[config.mk]
export PLATFORM = sky130hd
export DESIGN_NAME = data_mem_resp
export DESIGN_NICKNAME = d
export VERILOG_FILES = /design/src/rtl/data_mem_resp_pkg.sv /design/src/rtl/data_mem_array.sv /design/src/rtl/data_mem_resp.sv
export SDC_FILE = /design/constraint.sdc
export NUM_CORES = 2
export LEC_CHECK = 0
export BUFFER_PORTS_ARGS = -buffer_cell sky130_fd_sc_hd__buf_2
export CAP_MARGIN = 20
export CORE_MARGIN = 10
export CORE_UTILIZATION = 35
export DETAILED_ROUTE_END_ITERATION = 12
export SYNTH_ARGS = -nofsm -noshare
export SYNTH_HDL_FRONTEND = slang
export SYNTH_SLANG_ARGS = --single-unit
[constraint.sdc]
create_clock -name clk -period 4.65 [get_ports clk]
set_input_delay 0.93 -clock clk [delete_from_list [all_inputs] [get_ports clk]]
set_output_delay 0.93 -clock clk [all_outputs]
set_load 0.05 [all_outputs]
[src/rtl/data_mem_resp_pkg.sv]
// Shared types and constants for the data memory responder.
// Latency: n/a (declarations only).
// Backpressure: n/a.
package data_mem_resp_pkg;

   localparam int WORD_W              = 32;
   localparam int DEFAULT_DEPTH       = 64;
   localparam int DEFAULT_WAIT_CYCLES = 2;
   localparam int CNT_W               = 4;   // holds wait-state counts 0..15

   typedef enum logic [1:0] {
      IDLE = 2'd0,
      WAIT = 2'd1,
      RESP = 2'd2
   } state_e;

endpackage

[src/rtl/data_mem_array.sv]
// Word storage: one synchronous write port, one asynchronous read port.
// Latency: write lands on the clock edge; read is combinational from the index.
// Backpressure: none, the caller decides when to write and when to sample.
module data_mem_array
   import data_mem_resp_pkg::*;
#(
   parameter int DEPTH = DEFAULT_DEPTH,
   localparam int AW   = $clog2(DEPTH)
) (
   input  logic              clk_i,
   input  logic              we_i,
   input  logic [AW-1:0]     waddr_i,
   input  logic [WORD_W-1:0] wdata_i,
   input  logic [AW-1:0]     raddr_i,
   output logic [WORD_W-1:0] rdata_o
);

   // Contents deliberately survive reset, so the array has no reset input.
   logic [WORD_W-1:0] mem_q [DEPTH];

   // Commit one word per enabled edge.
   always_ff @(posedge clk_i) begin
      if (we_i) begin
         mem_q[waddr_i] <= wdata_i;
      end
   end

   assign rdata_o = mem_q[raddr_i];

endmodule

[src/rtl/data_mem_resp.sv]
// Single-outstanding memory responder with programmable wait states; optional macro DATA_MEM_RESP_ALIGN_CHECK_EN flags misaligned requests.
// Latency: rsp_valid first visible WAIT_CYCLES+1 cycles after the acceptance edge.
// Backpressure: req_ready only in IDLE; the response is held stable until rsp_ready.
module data_mem_resp
   import data_mem_resp_pkg::*;
#(
   parameter int DEPTH       = DEFAULT_DEPTH,
   parameter int WAIT_CYCLES = DEFAULT_WAIT_CYCLES
) (
   input  logic              clk,
   input  logic              reset,
   input  logic              req_valid,
   output logic              req_ready,
   input  logic              req_we,
   input  logic [31:0]       req_addr,
   input  logic [WORD_W-1:0] req_wdata,
   output logic              rsp_valid,
   input  logic              rsp_ready,
   output logic [WORD_W-1:0] rsp_rdata,
   output logic              rsp_err
);

   localparam int AW = $clog2(DEPTH);
   localparam logic [CNT_W-1:0] WAIT_LD = CNT_W'(WAIT_CYCLES);

   state_e            state_q, state_d;
   logic [CNT_W-1:0]  cnt_q, cnt_d;
   logic              we_q;
   logic [AW-1:0]     idx_q;
   logic [WORD_W-1:0] wdata_q;
   logic [WORD_W-1:0] rdata_q;

   logic              accept;
   logic              enter_resp;
   logic              cur_we;
   logic [AW-1:0]     cur_idx;
   logic [WORD_W-1:0] cur_wdata;
   logic              cur_mis;
   logic              mem_we;
   logic [WORD_W-1:0] mem_rdata;

   // Address bits above the word index never matter; the array wraps.
   logic unused_addr_hi;
   assign unused_addr_hi = ^req_addr[31:AW+2];

   assign accept     = (state_q == IDLE) && req_valid;
   assign enter_resp = (state_d == RESP) && (state_q != RESP);

   // With zero wait states the commit happens on the acceptance edge itself,
   // so the live request is used in IDLE and the captured copy afterwards.
   assign cur_we    = (state_q == IDLE) ? req_we             : we_q;
   assign cur_idx   = (state_q == IDLE) ? req_addr[AW+1:2]   : idx_q;
   assign cur_wdata = (state_q == IDLE) ? req_wdata          : wdata_q;

`ifdef DATA_MEM_RESP_ALIGN_CHECK_EN
   logic mis_q;
   logic err_q;

   assign cur_mis = (state_q == IDLE) ? (req_addr[1:0] != 2'b00) : mis_q;

   // Misalignment flag travels with the request and becomes the error response.
   always_ff @(posedge clk or negedge reset) begin
      if (!reset) begin
         mis_q <= 1'b0;
         err_q <= 1'b0;
      end else begin
         if (accept)     mis_q <= cur_mis;
         if (enter_resp) err_q <= cur_mis;
      end
   end
`else
   logic unused_addr_lo;
   assign unused_addr_lo = ^req_addr[1:0];
   assign cur_mis        = 1'b0;
`endif

   // Writes commit only on the edge entering RESP, so an abort discards them.
   assign mem_we = enter_resp && cur_we && !cur_mis;

   data_mem_array #(
      .DEPTH (DEPTH)
   ) u_array (
      .clk_i   (clk),
      .we_i    (mem_we),
      .waddr_i (cur_idx),
      .wdata_i (cur_wdata),
      .raddr_i (cur_idx),
      .rdata_o (mem_rdata)
   );

   // FSM state and wait counter register.
   always_ff @(posedge clk or negedge reset) begin
      if (!reset) begin
         state_q <= IDLE;
         cnt_q   <= '0;
      end else begin
         state_q <= state_d;
         cnt_q   <= cnt_d;
      end
   end

   // Next state: accept in IDLE, count down in WAIT, wait for the handshake in RESP.
   always_comb begin
      state_d = state_q;
      cnt_d   = cnt_q;
      unique case (state_q)
         IDLE: begin
            if (req_valid) begin
               if (WAIT_CYCLES == 0) begin
                  state_d = RESP;
               end else begin
                  state_d = WAIT;
                  cnt_d   = WAIT_LD;
               end
            end
         end
         WAIT: begin
            cnt_d = cnt_q - 1'b1;
            if (cnt_q <= 1) begin
               state_d = RESP;
            end
         end
         RESP: begin
            if (rsp_ready) begin
               state_d = IDLE;
            end
         end
         default: begin
            state_d = IDLE;
            cnt_d   = '0;
         end
      endcase
   end

   // Outputs decode directly from state and the response registers.
   always_comb begin
      req_ready = (state_q == IDLE);
      rsp_valid = (state_q == RESP);
      rsp_rdata = rdata_q;
`ifdef DATA_MEM_RESP_ALIGN_CHECK_EN
      rsp_err   = err_q;
`else
      rsp_err   = 1'b0;
`endif
   end

   // Capture the request on acceptance and sample read data entering RESP.
   always_ff @(posedge clk or negedge reset) begin
      if (!reset) begin
         we_q    <= 1'b0;
         idx_q   <= '0;
         wdata_q <= '0;
         rdata_q <= '0;
      end else begin
         if (accept) begin
            we_q    <= req_we;
            idx_q   <= req_addr[AW+1:2];
            wdata_q <= req_wdata;
         end
         if (enter_resp) begin
            rdata_q <= (cur_we || cur_mis) ? '0 : mem_rdata;
         end
      end
   end

endmodule

==> flow_summary.yaml <==
status:
  status: "finished, final reports clean"
synthesis:
  post_synth.cell_area_avg_um2: 15.3
  synth-warning-count: 0
  ys.flop_type: "edfxtp_1"
  synth.net_count: 5320
  syn-instance-count: 5249
  ys_types: 75
  post_synth_main_area_contributors: "edfxtp_1 76%, nand2_1 4.6%, o22ai_1 3.0%, dfrtp_1 2.4%, a32oi_1 1.6%"
  synth_commonest_cells: "2,048 x edfxtp_1, 982 x nand2_1, 381 x o22ai_1"
  synthDominantCellAreaShare_pct: 76.4
  synth_enable_flop_cells: 2048
  syn-cell-area_um2: 80500
  synth_seq_cells: 2125
  area_leader_netlist: "edfxtp_1"
  async_flop_share_pct: 3.62
  post-synth-top-count-cell: "edfxtp_1"
  ys_seq_area_share_pct: 78.8
detailed_routing:
  antenna_violating_nets_post_route: 0
  vias: 53476
  route.final.wire_length_um: 296000
  vias_per_cell: 6.10
  remaining_drc_errors: 0
  1st_iter_drt_viols: 9453
  firstDrtPassIters: 6
  wl_per_cell_um: 33.8
global_route:
  via_count_of_the_first_global_routing_pass: 49713
  grt_antenna_before_repair: 12
  grt_start_max_net_pins: 65
  grt_usage_pct: 22.7
  gr-total-overflow: 0
  global_route_wire_length_before_repair_um: 404000
job:
  cap_violations: 0
layout:
  final_design_area_no_fill_um2: 95000
  syn2layout_area_growth_pct: 18.0
  layout.core_utilization_pct: 41.4
  layout-drive-gt1-share_pct: 16.2
  finish.net_count: 5633
  final_cells: 8772
  filler_cell_count: 20531
setup_path:
  worst_path_dominant_cell_family: "simple AND/OR/NAND/NOR gates"
  critical_path_buf_inv_count: 3
  worst-endpoint-required_ns: 5.43
  setup.worst_path.end_class: "register"
  worst_setup_path_start_kind: "register"
  worstPathArrival_ns: 5.06
  crit_path_max_fanout: 36
  slowest_stage: "nor4_1"
  cpPeakStageDelay_ns: 0.80
  crit_path_cell_trace: "inv_1 -> ha_1 -> nor2_1 -> or4_2 -> buf_4 -> nand2b_2 -> buf_4 -> nor4_1 -> a32o_1"
  path_class: "reg2reg"
  critical_path.most_common_cell: "buf_4"
sta:
  slew-limit-headroom_pct: 22.8
  post-route-worst-setup-slack_ns: 0.365
  post-route-period-util_pct: 92.1
  worst_clock_skew_ns: 0.0742
  worst_hold_slack_ns: 0.0954
  timing.final.setup_violations: 0
  timing_hold_violations_final: 0
  setup_repair_after_global_routing_missed_its_margin: "no"
  worst_slew_pin_tran_ns: 1.15
  finalCriticalPeriod_ns: 4.28
  setup_total_negative_slack_ns: 0
  drv_slew: 0
  clock.fmax_mhz: 233
die:
  num_rows: 176
  dieHeight_um: 500
  design.die.area_um2: 250000
  die_x_um: 500
  coreArea_um2: 229000
  num_io_pins: 104
  starting_utilization_of_the_core_area_pct: 35.1
clock_network:
  cts_buffers: 210
  cts_resized: 0
  cts_tree: "yes"
  htree_levels: 4
  tritoncts_num_sinks: 2125
  postCtsSetupRepairBufs: 0
  clk_pin_slew_ns: 0.06
  cts.root.buffer_cell: "clkbuf_16"
  cts_max_path_buffers: 3
  post_cts_hold_buffer_count: 0
  clk-insertion-delay-late_ns: 0.88
power_and_ir_drop:
  worst_ir_drop_vdd_mv: 0.589
  power_density_nw_per_um2: 703
  static-leakage-power_nw: 30.8
  totalPowerFinal_mw: 66.8
placed_design:
  placed_area_um2: 87900
  detailedPlace.worstSlack_ns: 0.314
  gp_routability_congestion: 0.874
  numPlacedInstances: 8368
  place_hpwl_um: 169000
  place.port_buffers: 76
min_path:
  worst_hold_path_type: "in2async"
[metal layers]
layer | track usage, % | wire length, um | up-vias
met5 | 0 | 57 | -
met4 | 9.88 | 14800 | 8
met3 | 6.58 | 41200 | 731
met2 | 34.1 | 130000 | 4155
met1 | 30.7 | 110000 | 27314
li1 | - | - | 21268
[sequential cells by signal, indices dropped and copies added (netlist names)]
register	cells
u_array.mem_q	2048
wdata_q	32
rsp_rdata	32
idx_q	6
cnt_q	4
we_q	1
state_q	2
[power by group]
part | internal, mW | total (mW) | switching [mW] | leakage (nW)
logic | 6.18 | 24.1 | 17.9 | 8.00
clock network | 9.67 | 17.2 | 7.49 | 3.37
registers | 25.2 | 25.6 | 0.375 | 19.4
[worst paths after layout]
kind | start | cells past startpoint | endpoint | slack, ns
setup / recovery | cnt_q[1] | 9 | rsp_rdata[15] | 0.37
hold / removal | reset | 1 | cnt_q[1] | 0.1
hold reg to reg | rsp_rdata[24] | 1 | rsp_rdata[24] | 0.50
setup reg to reg | cnt_q[1] | 9 | rsp_rdata[15] | 0.37
min in group clk | rsp_ready | 2 | state_q[1] | 0.23
max in group asynchronous | reset | 2 | rsp_rdata[7] | 3.36
[layout by cell type, fill, tap and decap left out, types with 15 or more instances in the layout]
master | synthesis | final
bufinv_16 | 0 | 20
nor2_4 | 0 | 64
and3_1 | 28 | 28
nor3_1 | 24 | 24
buf_12 | 0 | 104
clkinv_2 | 0 | 34
o21ai_0 | 37 | 36
mux2_2 | 43 | 42
a31oi_1 | 144 | 144
clkbuf_16 | 0 | 211
o221ai_1 | 26 | 26
o22ai_1 | 381 | 381
edfxtp_1 | 2048 | 2048
o22a_1 | 15 | 15
a32oi_1 | 144 | 142
nor2_1 | 187 | 118
mux2i_1 | 92 | 92
a32o_1 | 29 | 29
nor4_1 | 35 | 35
nand3_1 | 155 | 155
o211ai_1 | 16 | 16
buf_2 | 158 | 75
buf_4 | 7 | 269
nand4_1 | 23 | 23
dfrtp_1 | 77 | 77
clkinv_1 | 0 | 44
nand2_1 | 982 | 943
a21oi_1 | 192 | 192
a22oi_1 | 23 | 23
clkbuf_1 | 126 | 52
nand2_2 | 1 | 38
a211oi_1 | 32 | 32
[final cells by class]
class	count	area [um2]	share of cell area (%)
Clock inverter	120	1350	1.42
Inverter	9	33.8	0.0356
Tap cell	3026	3790	3.98
Sequential cell	2125	63400	66.8
Antenna cell	4	10.0	0.0105
Clock buffer	272	5600	5.89
Multi-Input combinational cell	2767	16300	17.2
Timing Repair Buffer	449	4500	4.74
[worst register-to-register path: stages, from the launching register on]
cell and delay [ns]:
dfrtp_1 0.38, inv_1 0.09, ha_1 0.19, nor2_1 0.06, or4_2 0.69, buf_4 0.43, nand2b_2 0.81, buf_4 0.46
nor4_1 0.80, a32o_1 0.27
[logic make-up after synthesis]
logic type,Yosys count,share of synthesized area [%]
flip-flops,2125,78.8
AND/OR/NAND/NOR,1467,7.54
AO/OA/AOI/OAI,1159,9.91
buffers and inverters,357,1.95
multiplexers,136,1.77
adder cells (fa/ha/maj),2,0.0311
XOR/XNOR,2,0.0218
other,1,0.00466
No activity file was read; power rests on OpenSTA's default activity.
